<file path="config.mk">
export PLATFORM = sky130hd
export DESIGN_NAME = frame_mode_sequencer
export DESIGN_NICKNAME = d
export VERILOG_FILES = /design/src/rtl/frame_mode_pkg.sv /design/src/rtl/sw_debouncer.sv /design/src/rtl/frame_mode_sequencer.sv
export SDC_FILE = /design/constraint.sdc
export NUM_CORES = 1
export LEC_CHECK = 0
export CAP_MARGIN = 30
export CORE_MARGIN = 8
export CORE_UTILIZATION = 63
export CTS_CLUSTER_SIZE = 30
export DETAILED_ROUTE_END_ITERATION = 8
export PLACE_DENSITY = 0.85
export SETUP_SLACK_MARGIN = 0.05
export SYNTH_ARGS = -nofsm -noshare
export SYNTH_HDL_FRONTEND = slang
export SYNTH_HIERARCHICAL = 1
export SYNTH_SLANG_ARGS = --single-unit
</file>
<file path="constraint.sdc">
create_clock -name iClk -period 5.2 [get_ports iClk]
set_clock_uncertainty 0.05 [all_clocks]
set_input_delay 0.52 -clock iClk [delete_from_list [all_inputs] [get_ports iClk]]
set_output_delay 0.52 -clock iClk [all_outputs]
set_load 0.02 [all_outputs]
</file>
<file path="src/rtl/frame_mode_pkg.sv">
// Shared types and mode constants for the frame-gated option mux controller.
// Modes 0..6 are processing modes; 7 forces black.
package frame_mode_pkg;

    typedef enum logic [1:0] {
        ACTIVE,
        PENDING,
        BLANK
    } fms_state_t;

    localparam logic [2:0] MODE_PASS  = 3'd0;
    localparam logic [2:0] MODE_YCBCR = 3'd1;
    localparam logic [2:0] MODE_BLACK = 3'd7;
    localparam logic [2:0] AUTO_LAST  = 3'd6;

    // Auto-demo successor: black is never entered and 6 wraps to pass-through.
    function automatic logic [2:0] nextAutoMode(input logic [2:0] mode);
        if (mode == MODE_BLACK || mode == AUTO_LAST)
            return MODE_PASS;
        return mode + MODE_YCBCR;
    endfunction

endpackage

</file>
<file path="src/rtl/sw_debouncer.sv">
// Switch-word debouncer: a new value is accepted once it has been seen on
// DEBOUNCE_CYCLES consecutive clock edges.
module sw_debouncer #(
    parameter int WIDTH           = 5,
    parameter int DEBOUNCE_CYCLES = 4
) (
    input  logic             iClk,
    input  logic             iRst,
    input  logic [WIDTH-1:0] iRaw,
    output logic [WIDTH-1:0] oStable
);

    localparam int CW = $clog2(DEBOUNCE_CYCLES) + 1;
    localparam logic [CW-1:0] CNT_LAST = CW'(DEBOUNCE_CYCLES - 1);

    logic [WIDTH-1:0] candidate;
    logic [CW-1:0]    count;

    always_ff @(posedge iClk) begin
        if (iRst) begin
            candidate <= '0;
            count     <= '0;
            oStable   <= '0;
        end else begin
            candidate <= iRaw;
            if (iRaw != candidate) begin
                count <= '0;
            end else if (count == CNT_LAST) begin
                // Counter parks here; stable keeps tracking the settled word.
                oStable <= candidate;
            end else begin
                count <= count + CW'(1);
            end
        end
    end

endmodule

</file>
<file path="src/rtl/frame_mode_sequencer.sv">
// Frame-gated processing-mode sequencer with post-switch blanking and an
// auto-demo stepper, driving the image processor's mode select.
module frame_mode_sequencer
    import frame_mode_pkg::*;
#(
    parameter int DEBOUNCE_CYCLES = 250000,
    parameter int AUTO_FRAMES     = 60,
    parameter int BLANK_FRAMES    = 1
) (
    input  logic       iClk,
    input  logic       iRst,
    input  logic [4:0] iSw,
    input  logic       iAuto,
    input  logic       iFrameValid,
    output logic [2:0] oMode,
    output logic [1:0] oDebugSel,
    output logic       oBlank,
    output logic       oSwitchPulse
);

    localparam int AW = $clog2(AUTO_FRAMES) + 1;
    localparam int BW = $clog2(BLANK_FRAMES) + 1;
    localparam logic [AW-1:0] AUTO_CNT_LAST = AW'(AUTO_FRAMES - 1);
    localparam logic [BW-1:0] BLANK_CNT_LAST =
        BW'((BLANK_FRAMES > 0) ? BLANK_FRAMES - 1 : 0);

    logic [4:0]    stable;
    logic          fvQ;
    logic          fe;
    logic [AW-1:0] autoCnt;
    logic [2:0]    autoReq;
    logic [2:0]    req;
    logic [2:0]    target;
    logic [BW-1:0] blankCnt;
    fms_state_t    state;

    sw_debouncer #(
        .WIDTH           (5),
        .DEBOUNCE_CYCLES (DEBOUNCE_CYCLES)
    ) uDebouncer (
        .iClk    (iClk),
        .iRst    (iRst),
        .iRaw    (iSw),
        .oStable (stable)
    );

    assign oDebugSel = stable[4:3];
    assign fe        = fvQ & ~iFrameValid;
    assign req       = iAuto ? autoReq : stable[2:0];

    // Outside auto mode the auto request shadows the committed mode, so
    // enabling auto never triggers a spurious switch.
    always_ff @(posedge iClk) begin
        if (iRst) begin
            fvQ     <= 1'b0;
            autoCnt <= '0;
            autoReq <= MODE_PASS;
        end else begin
            fvQ <= iFrameValid;
            if (!iAuto) begin
                autoCnt <= '0;
                autoReq <= oMode;
            end else if (fe) begin
                if (autoCnt == AUTO_CNT_LAST) begin
                    autoCnt <= '0;
                    autoReq <= nextAutoMode(oMode);
                end else begin
                    autoCnt <= autoCnt + AW'(1);
                end
            end
        end
    end

    always_ff @(posedge iClk) begin
        if (iRst) begin
            state        <= ACTIVE;
            target       <= MODE_PASS;
            oMode        <= MODE_PASS;
            oBlank       <= 1'b0;
            oSwitchPulse <= 1'b0;
            blankCnt     <= '0;
        end else begin
            oSwitchPulse <= 1'b0;
            case (state)
                ACTIVE: begin
                    if (req != oMode) begin
                        target <= req;
                        state  <= PENDING;
                    end
                end
                PENDING: begin
                    if (fe) begin
                        oMode        <= target;
                        oSwitchPulse <= 1'b1;
                        blankCnt     <= '0;
                        if (BLANK_FRAMES > 0) begin
                            oBlank <= 1'b1;
                            state  <= BLANK;
                        end else begin
                            state <= ACTIVE;
                        end
                    end else if (req == oMode) begin
                        state <= ACTIVE;
                    end else begin
                        target <= req;
                    end
                end
                BLANK: begin
                    if (fe) begin
                        if (blankCnt == BLANK_CNT_LAST) begin
                            blankCnt <= '0;
                            oBlank   <= 1'b0;
                            state    <= ACTIVE;
                        end else begin
                            blankCnt <= blankCnt + BW'(1);
                        end
                    end
                end
                default: state <= ACTIVE;
            endcase
        end
    end

endmodule
</file>
=== Yosys cells after proc, flatten, opt, wreduce, memory -nomap -nowiden ===
Cells that the tools add are included.

* Bits in registers: 51
* Output and inout bits: 7
* Input bits: 9

* Bitwise gates (word level): 5
* Reductions and logical operators: 14
* Muxes and demuxes: 31
* $add $sub $neg: 4
* Equality and inequality tests: 18

{| class="wikitable"
|+ Operators by type and width
! kind !! count
|-
| 3-bit two-way mux || 9
|-
| 19-bit by 1-bit adder with 19-bit output, second input constant || 1
|-
| 19-bit by 18-bit equality test with 1-bit output, second input constant || 1
|-
| 1-bit two-way mux || 12
|-
| 2-bit != test, second input constant || 6
|-
| 4-bit AND reduction || 3
|-
| 2-bit two-way mux || 5
|-
| 7-bit by 1-bit adder with 7-bit output, second input constant || 1
|-
| 7-bit by 6-bit equality test with 1-bit output, second input constant || 1
|-
| 7-bit two-way mux || 1
|-
| 3-bit equality test, second input constant || 2
|-
| 2-bit case mux with 3 select lines || 1
|-
| 3-bit case mux with 2 select lines || 1
|-
| 2-bit AND reduction || 3
|-
| 2-bit OR reduction || 3
|-
| 5-bit != test || 1
|-
| 2-bit by 1-bit != test with 1-bit output, second input constant || 2
|-
| 1-bit NOT || 4
|-
| 1-bit case mux with 2 select lines || 2
|-
| 2-bit nonzero test || 2
|-
| 3-bit by 1-bit adder with 3-bit output, second input constant || 1
|-
| 3-bit equality test || 1
|-
| 3-bit != test || 1
|-
| 3-bit != test, second input constant || 1
|-
| other kinds (7) || 7
|}

=== Logic depth before layout (Yosys ltp) ===
Gate-level depths: netlist of run 1.

* Depth after elaboration: 11
* Depth in mapped cells: 8

=== Cells and area by module ===
The synthesis of run 1 kept the hierarchy.

{| class="wikitable"
|+ By module, submodules not included
! module !! area an instance (um^2) !! times used !! seq. area each (um^2) !! cells each
|-
| sw_debouncer || 1420.1 || 1 || 580.6 || 155
|-
| frame_mode_sequencer || 1062.3 || 1 || 420.4 || 116
|}

=== Worst setup path before layout of run 1 ===
No wires, ideal clock.

* Path kind: input -> register
* Start point: in iFrameValid
* End point: reg autoReq[0]
* Arrival time: 1.873 ns
* Path slack: 3.210 ns
* Stages: 5
* Cell sequence: nand3b_4 > or4_4 > a2111o_1 > mux2_4 > a21oi_2

* Longest elaborated chain between the ends: 4

{| class="wikitable"
|+ Ends and longest elaborated chain
! what !! line !! text
|-
| start: declaration || frame_mode_sequencer.sv:14 || <nowiki>input logic iFrameValid,</nowiki>
|-
| 1-bit NOT || frame_mode_sequencer.sv:48 || <nowiki>assign fe = fvQ & ~iFrameValid;</nowiki>
|-
| 1-bit AND || frame_mode_sequencer.sv:48 ||
|-
| 2-bit by 1-bit != test with 1-bit output (no source line) || n/a ||
|-
| 2-bit AND reduction (no source line) || n/a ||
|-
| end signal: assignment || frame_mode_sequencer.sv:62 || <nowiki>autoReq <= oMode;</nowiki>
|-
| end signal: assignment || frame_mode_sequencer.sv:66 || <nowiki>autoReq <= nextAutoMode(oMode);</nowiki>
|-
| end: declaration || frame_mode_sequencer.sv:31 || <nowiki>logic [2:0] autoReq;</nowiki>
|}

Every way passes these cells.
A chain may end at the register's enable or synchronous reset.

=== Worst setup path after layout of run 1 ===
* Start point: in iSw[1]
* End point: reg uDebouncer.count[18]

* Longest elaborated chain between the ends: 2

{| class="wikitable"
|+ Ends and longest elaborated chain
! what !! line !! text
|-
| start: declaration || frame_mode_sequencer.sv:12 || <nowiki>input logic [4:0] iSw,</nowiki>
|-
| 5-bit != test || sw_debouncer.sv:26 || <nowiki>if (iRaw != candidate) begin</nowiki>
|-
| 2-bit OR reduction (no source line) || n/a ||
|-
| end signal: assignment || sw_debouncer.sv:32 || <nowiki>count <= count + CW'(1);</nowiki>
|-
| end: declaration || sw_debouncer.sv:17 || <nowiki>logic [CW-1:0] count;</nowiki>
|}

Every way passes these cells.

==> results of run 1 <==
==> stage by stage <==
stage	area [um2]	utilization (%)	setup WS [ns]	instances	power [uW]
6_report	2730	70.2	2.76	332	664
5_1_grt	2730	70.2	2.53	332	690
4_1_cts	2730	70.2	2.78	332	671
3_5_place_dp	2620	67.5	2.47	324	425
3_3_place_gp	2620	67.5	2.53	324	424
2_1_floorplan	2480	-	3.21	271	415
==> cell type report <==
type / instances / area (um2)
clock buffer: 7 / 96.3
clock inverter: 1 / 8.76
fill: 326 / 1160
inverter: 13 / 48.8
multi-input combinational: 195 / 1350
sequential: 50 / 1000
tap: 50 / 62.6
timing repair buffer: 16 / 158
==> worst min path at each step <==
stage / startpoint / end / slack [ns] / depth (start not counted)
after floorplan: autoReq[1]$_SDFFE_PP0P_ / autoReq[1]$_SDFFE_PP0P_ / 0.39 / 2
after global placement: autoReq[1]$_SDFFE_PP0P_ / autoReq[1]$_SDFFE_PP0P_ / 0.40 / 2
after detailed placement: autoReq[1]$_SDFFE_PP0P_ / autoReq[1]$_SDFFE_PP0P_ / 0.41 / 2
after CTS: target[1]$_SDFFE_PP0P_ / oMode[1]$_SDFFE_PP0P_ / 0.43 / 2
after global routing: target[0]$_SDFFE_PP0P_ / oMode[0]$_SDFFE_PP0P_ / 0.44 / 2
final: autoReq[1]$_SDFFE_PP0P_ / autoReq[1]$_SDFFE_PP0P_ / 0.43 / 2
==> sequential cells by signal, indices dropped and copies added, names as in the netlist <==
signal	count
uDebouncer/oStable	5
autoCnt	7
state	2
fvQ	1
oBlank	1
uDebouncer/count	19
uDebouncer/candidate	5
oSwitchPulse	1
oMode	3
autoReq	3
target	3
==> critical path, cell delays in order <==
cell	delay, ns
sky130_fd_sc_hd__clkdlybuf4s50_1	0.42
sky130_fd_sc_hd__xor2_1	0.16
sky130_fd_sc_hd__nor3_2	0.78
sky130_fd_sc_hd__nand2_2	0.41
sky130_fd_sc_hd__a211oi_2	0.31
==> cells by family after synthesis <==
kind of cell	after synthesis	synth area share, %
and+or+nand+nor	108	26.1
DFF	50	40.3
AOI/OAI and AO/OA	47	12.4
buffers and inverters	26	5.14
xor gates and xnor gates	23	8.11
muxes	9	3.83
adders and majority gates	8	4.03
==> layer usage <==
layer  routed length [um]  up-vias  global-route usage [%]
li1                     -      980                       -
met1                 2090      925                    16.8
met2                 2380       41                    28.3
met3                  162        8                    4.29
met4                   85        0                    7.04
met5                    0        -                       0
==> synth_stat cells, types with 2 or more instances <==
cell                        number
sky130_fd_sc_hd__a211oi_1        3
sky130_fd_sc_hd__a21oi_1        19
sky130_fd_sc_hd__a21oi_2         2
sky130_fd_sc_hd__a2bb2oi_1       2
sky130_fd_sc_hd__a31o_2          5
sky130_fd_sc_hd__a31oi_1         2
sky130_fd_sc_hd__and2_1          5
sky130_fd_sc_hd__and4_1          3
sky130_fd_sc_hd__buf_2           3
sky130_fd_sc_hd__buf_6           3
sky130_fd_sc_hd__clkbuf_1        6
sky130_fd_sc_hd__dfxtp_1        50
sky130_fd_sc_hd__ha_1            8
sky130_fd_sc_hd__inv_1          13
sky130_fd_sc_hd__mux2i_1         8
sky130_fd_sc_hd__nand2_1        10
sky130_fd_sc_hd__nand3_1        19
sky130_fd_sc_hd__nand3b_1        6
sky130_fd_sc_hd__nand4_1        13
sky130_fd_sc_hd__nor2_1         22
sky130_fd_sc_hd__nor2b_1         7
sky130_fd_sc_hd__nor3_1          2
sky130_fd_sc_hd__nor3_2          3
sky130_fd_sc_hd__o21ai_0         7
sky130_fd_sc_hd__or3_1           5
sky130_fd_sc_hd__xnor2_1         5
sky130_fd_sc_hd__xor2_1         18
==> power by group <==
part,leakage [uW],total (uW),switching (uW),internal [uW]
sequential,0.000404,388,2.34,385
clock,0.0000544,247,125,122
combinational,0.000491,28.8,16.6,12.3
total,0.000950,664,144,520
==> PnR_summary.wiki, run 1 <==
{| class="wikitable"
! Metric !! Value
|-
| Hold-fix buffer count after cts || 0
|-
| Clock slew seen by the registers of the worst setup and hold paths || 0.08 ns
|-
| Commonest non-fill, non-tap cell in the layout || sky130_fd_sc_hd__dfxtp_1
|-
| Number of cell rows || 23
|-
| Proportion of synthesized flip-flops having asynchronous set or reset || 0%
|-
| Mean post-synth cell area || 9.16 um2
|-
| Worst setup path start || iSw[1]
|-
| Synthesis-to-layout area growth || 9.93%
|-
| ANT nets after route || 0
|-
| Data required time of the critical path || 5.37 ns
|-
| Setup TNS || 0 ns
|-
| Category of the worst setup path capture point || flop
|-
| Run status || finished clean
|-
| CTS root buffer || sky130_fd_sc_hd__clkbuf_8
|-
| Power density over cell area || 243 nW/um2
|-
| Path depth of the worst reg2reg path || 4
|-
| Final net count || 298
|-
| Clock latency of the later-clocked register in the worst-skew pair || 0.30 ns
|-
| Vias per cell || 5.89
|-
| Overall fraction of global-route tracks in use || 15.7%
|-
| Maximum number of buffers from clock root to sink || 2
|-
| Relative max-transition margin || 36.3%
|-
| IO Pins || 16
|-
| Minimum period implied by the final worst setup slack || 2.44 ns
|-
| Global-route wire length before repair || 7940 um
|-
| Highest clock frequency the design can meet || 409 MHz
|-
| Nets in the synthesized netlist || 288
|-
| Arrival time of the worst setup path || 2.61 ns
|-
| Number of buffers inserted by port buffering || 15
|-
| Vias in the first global route || 1821
|-
| Cell variety after synth || 49
|-
| Reg-to-reg endpoint || uDebouncer/count[18]$_SDFFE_PP0P_
|-
| Most instantiated flip-flop cell in the synthesis netlist || sky130_fd_sc_hd__dfxtp_1
|-
| Number of levels the H-tree was split into || 2
|-
| Post-route DRC violation count || 0
|-
| Critical path class || primary input to flop
|-
| Classification of the worst-slack hold path || flop to flop
|-
| Synth area leaders || sky130_fd_sc_hd__dfxtp_1, sky130_fd_sc_hd__xor2_1, sky130_fd_sc_hd__ha_1
|-
| Die H || 78.8 um
|-
| Leakage component of the power || 0.000950 uW
|-
| Overflow after GRT || 0
|-
| Synth top area share || 40.3%
|-
| # resized after CTS || 0
|-
| Synth Cell Area || 2480 um2
|-
| Number of clock buffers inserted by TritonCTS || 5
|-
| Smallest hold slack || 0.431 ns
|-
| Core Box Area || 3880 um2
|-
| Leading cell types in the layout, fill and taps excluded || sky130_fd_sc_hd__dfxtp_1, sky130_fd_sc_hd__nor2_1, sky130_fd_sc_hd__nand3_1, sky130_fd_sc_hd__a21oi_1, sky130_fd_sc_hd__xor2_1
|-
| CP max FO || 17
|-
| Die Width || 78.8 um
|-
| Largest net degree at the start of global routing || 31
|-
| Register-to-register setup slack || 3.06 ns
|-
| First DRT Iteration DRCs || 104
|-
| Ratio of cells with drive above 1 in the final layout || 10.3%
|-
| Startpoint of the most critical register-to-register path || uDebouncer/candidate[1]$_SDFF_PP0_
|-
| Initial antenna violation count || 0
|-
| Avg WL per Cell || 14.2 um
|-
| Placed wire-length estimate || 3360 um
|-
| Destination of the critical timing path || uDebouncer/count[18]$_SDFFE_PP0P_
|-
| Dominant cell type by area after synthesis || sky130_fd_sc_hd__dfxtp_1
|-
| Yosys reg bits || 50
|-
| Portion of the post-synthesis area used by sequential elements || 40.3%
|-
| Max Slew Vio Count || 0
|-
| Number of standard cells after synthesis || 271
|-
| GPL Wtd Cong || 0.754
|-
| Max-cap violations || 0
|-
| Warning count from the yosys run || 6
|-
| Initial Utilization || 63.9%
|-
| Sink count of the clock tree || 50
|-
| Hold violation total from the final report || 0
|-
| TritonCTS clock tree || yes
|-
| Type of element launching the critical path || primary input
|-
| Via total after detailed routing || 1954
|-
| Number of enable-type register cells in the synthesized netlist || 0
|-
| Setup Viol. Count Final || 0
|-
| Pin slew with the least headroom to its limit || 0.951 ns
|-
| Antenna fix cells || 0
|-
| Period utilization || 47.0%
|-
| Die ar. || 6200 um2
|-
| Iteration count of the initial detailed-routing pass || 6
|-
| WL final || 4720 um
|-
| Unrepaired setup endpoints after global routing || false
|-
| Maximum ir drop on the vdd rail || 164 uV
|-
| Post-CTS setup repair buffer count || 0
|}
(Power assumes the default switching activity.)
==> run 2: changes to the inputs <==
- CORE_UTILIZATION: 63 -> 53
- PLACE_DENSITY: 0.85 -> 0.76
- clock period: 5.2 -> 2.1 ns (I/O delays scaled with it)
==> PnR_summary.wiki, run 2 (synthesized netlist as in run 1, its figures left out) <==
{| class="wikitable"
! Metric !! Value
|-
| Power density over cell area || 570 nW/um2 (+130%)
|-
| Synthesis-to-layout area growth || 14.1%
|-
| Setup TNS || 0 ns (unchanged)
|-
| Setup Viol. Count Final || 0 (unchanged)
|-
| Number of buffers inserted by port buffering || 15 (unchanged)
|-
| Hold-fix buffer count after cts || 0 (unchanged)
|-
| Number of levels the H-tree was split into || 2 (unchanged)
|-
| Cell Int Power || 1260 uW (+140%)
|-
| Relative max-transition margin || 67.1% (+31 points)
|-
| Final net count || 311 (+4.4%)
|-
| Arrival time of the worst setup path || 2.16 ns (-0.45 ns)
|-
| Global-route wire length before repair || 8000 um (+0.87%)
|-
| Number of clock buffers inserted by TritonCTS || 5 (unchanged)
|-
| Share of power burned in the clock network || 35.4% (-1.8 points)
|-
| Startpoint of the most critical register-to-register path || autoCnt[1]$_SDFFE_PP0P_
|-
| IO Pins || 16 (unchanged)
|-
| Pin slew with the least headroom to its limit || 0.492 ns (-0.459 ns)
|-
| Minimum period implied by the final worst setup slack || 1.96 ns
|-
| Sink count of the clock tree || 50 (unchanged)
|-
| Switching share of total power || 22.0% (+0.29 points)
|-
| Post-route cell area || 2830 um2 (+3.8%)
|-
| Core Box Area || 4630 um2 (+19%)
|-
| Die ar. || 7130 um2 (+15%)
|-
| Iteration count of the initial detailed-routing pass || 4 (-2)
|-
| Antenna fix cells || 0 (unchanged)
|-
| Largest net degree at the start of global routing || 17 (-45%)
|-
| Overflow after GRT || 0 (unchanged)
|-
| TritonCTS clock tree || yes
|-
| Unrepaired setup endpoints after global routing || false
|-
| Area after detailed placement || 2730 um2 (+3.9%)
|-
| Clock latency of the later-clocked register in the worst-skew pair || 0.30 ns (about the same)
|-
| First DRT Iteration DRCs || 55 (-47%)
|-
| Ratio of cells with drive above 1 in the final layout || 14.6% (+4.3 points)
|-
| Max FFs per register || 19 (unchanged)
|-
| Initial antenna violation count || 0 (unchanged)
|-
| Category of the worst setup path capture point || flop
|-
| Data required time of the critical path || 2.30 ns (-3.07 ns)
|-
| Initial Utilization || 53.6% (-10 points)
|-
| Register name with the most flops || uDebouncer/count
|-
| CTS root buffer || sky130_fd_sc_hd__clkbuf_8
|-
| Maximum number of buffers from clock root to sink || 2 (unchanged)
|-
| Post-route DRC violation count || 0 (unchanged)
|-
| Classification of the worst-slack hold path || flop to flop
|-
| Worst setup path start || autoCnt[1]$_SDFFE_PP0P_
|-
| Leading cell types in the layout, fill and taps excluded || sky130_fd_sc_hd__dfxtp_1, sky130_fd_sc_hd__nor2_1, sky130_fd_sc_hd__nand3_1, sky130_fd_sc_hd__a21oi_1, sky130_fd_sc_hd__xor2_1
|-
| Share of total power in sequential cells || 59.5% (+1.1 points)
|-
| Overall fraction of global-route tracks in use || 13.3% (-2.4 points)
|-
| Critical path class || flop to flop
|-
| Number of cell rows || 25 (+8.7%)
|-
| Die Width || 84.4 um (+7.2%)
|-
| Die H || 84.4 um (+7.2%)
|-
| Run status || finished clean
|-
| CP max FO || 3 (-14)
|-
| Hold violation total from the final report || 0 (unchanged)
|-
| Gate power share || 5.1% (+0.8 points)
|-
| ANT nets after route || 0 (unchanged)
|-
| Placed wire-length estimate || 3400 um (+1.2%)
|-
| Maximum ir drop on the vdd rail || 374 uV (+130%)
|-
| Highest clock frequency the design can meet || 510 MHz
|-
| Vias in the first global route || 1807 (-0.77%)
|-
| Max-cap violations || 0 (unchanged)
|-
| Leakage component of the power || 0.00101 uW (+5.9%)
|-
| Via total after detailed routing || 1965 (+0.56%)
|-
| Largest registers ranked by flip-flop count || uDebouncer/count x19, autoCnt x7
|-
| # resized after CTS || 0 (unchanged)
|-
| Post-CTS setup repair buffer count || 0 (unchanged)
|-
| Commonest non-fill, non-tap cell in the layout || sky130_fd_sc_hd__dfxtp_1
|-
| Avg WL per Cell || 13.6 um (-4.4%)
|-
| Vias per cell || 5.63 (-4.3%)
|-
| Worst hold start || target[1]$_SDFFE_PP0P_
|-
| Clock slew seen by the registers of the worst setup and hold paths || 0.09 ns (about the same)
|-
| Max Slew Vio Count || 0 (unchanged)
|-
| Reported net switching power || 355 uW (+150%)
|-
| Type of element launching the critical path || flop
|-
| WL final || 4740 um (+0.49%)
|-
| GPL Wtd Cong || 0.782 (+3.8%)
|-
| Period utilization || 93.3%
|}
[run 2: cell types whose count changed in the layout (fill, tap and decap cells not counted), sizes merged]
| cell | before | now |
|---|---|---|
| buf | 1 | 14 |
[run 2: layer usage]
layer / wire length [um] / GRT usage, %
met3: 171 / 4.29
met5: 0 / 0
met1: 2230 / 15.8
met4: 19 / 4.05
met2: 2320 / 22.3
[run 2: final cells by class]
type / count / area, um2
Clock inverter: 1 / 5.00
Inverter: 13 / 48.8
Multi-Input combinational cell: 195 / 1370
Fill cell: 395 / 1800
Sequential cell: 50 / 1000
Clock buffer: 7 / 86.3
Tap cell: 54 / 67.6
Timing Repair Buffer: 29 / 255
[run 2: path summary, 6_finish.rpt]
check | slack, ns | endpoint | depth (start not counted)
min | 0.42 | oMode[1]$_SDFFE_PP0P_ | 2
max | 0.14 | autoReq[0]$_SDFFE_PP0P_ | 6
max reg2reg | 0.14 | autoReq[0]$_SDFFE_PP0P_ | 6
min reg2reg | 0.42 | oMode[1]$_SDFFE_PP0P_ | 2
[run 2: critical path, cell delays in order (launching register included)]
cell and delay, ns:
sky130_fd_sc_hd__dfxtp_1 0.40, sky130_fd_sc_hd__ha_4 0.17, sky130_fd_sc_hd__nand3b_4 0.08, sky130_fd_sc_hd__or4_4 0.49
sky130_fd_sc_hd__a2111o_1 0.33, sky130_fd_sc_hd__mux2_4 0.27, sky130_fd_sc_hd__a21oi_2 0.12
[run 2: power by group through the flow]
| stage | clock network [uW] | registers (uW) | logic (uW) |
|---|---|---|---|
| 3_5_place_dp | 0 | 982 | 81.3 |
| 2_1_floorplan | 0 | 981 | 46.2 |
| 6_report | 571 | 960 | 82.1 |
| 4_1_cts | 588 | 960 | 81.8 |
| 3_3_place_gp | 0 | 982 | 80.5 |
| 5_1_grt | 629 | 962 | 88.5 |
[run 2: through the flow]
stage	power [uW]	utilization, %	setup WS [ns]	hold WS [ns]	std cells
after floorplan	1030	-	0.127	0.288	271
after global placement	1060	58.9	-0.0179	0.411	341
after detailed placement	1060	58.9	-0.0271	0.413	341
after CTS	1630	60.9	0.0610	0.426	349
after global routing	1680	61.2	0.0778	0.440	349
final	1610	61.2	0.141	0.420	349
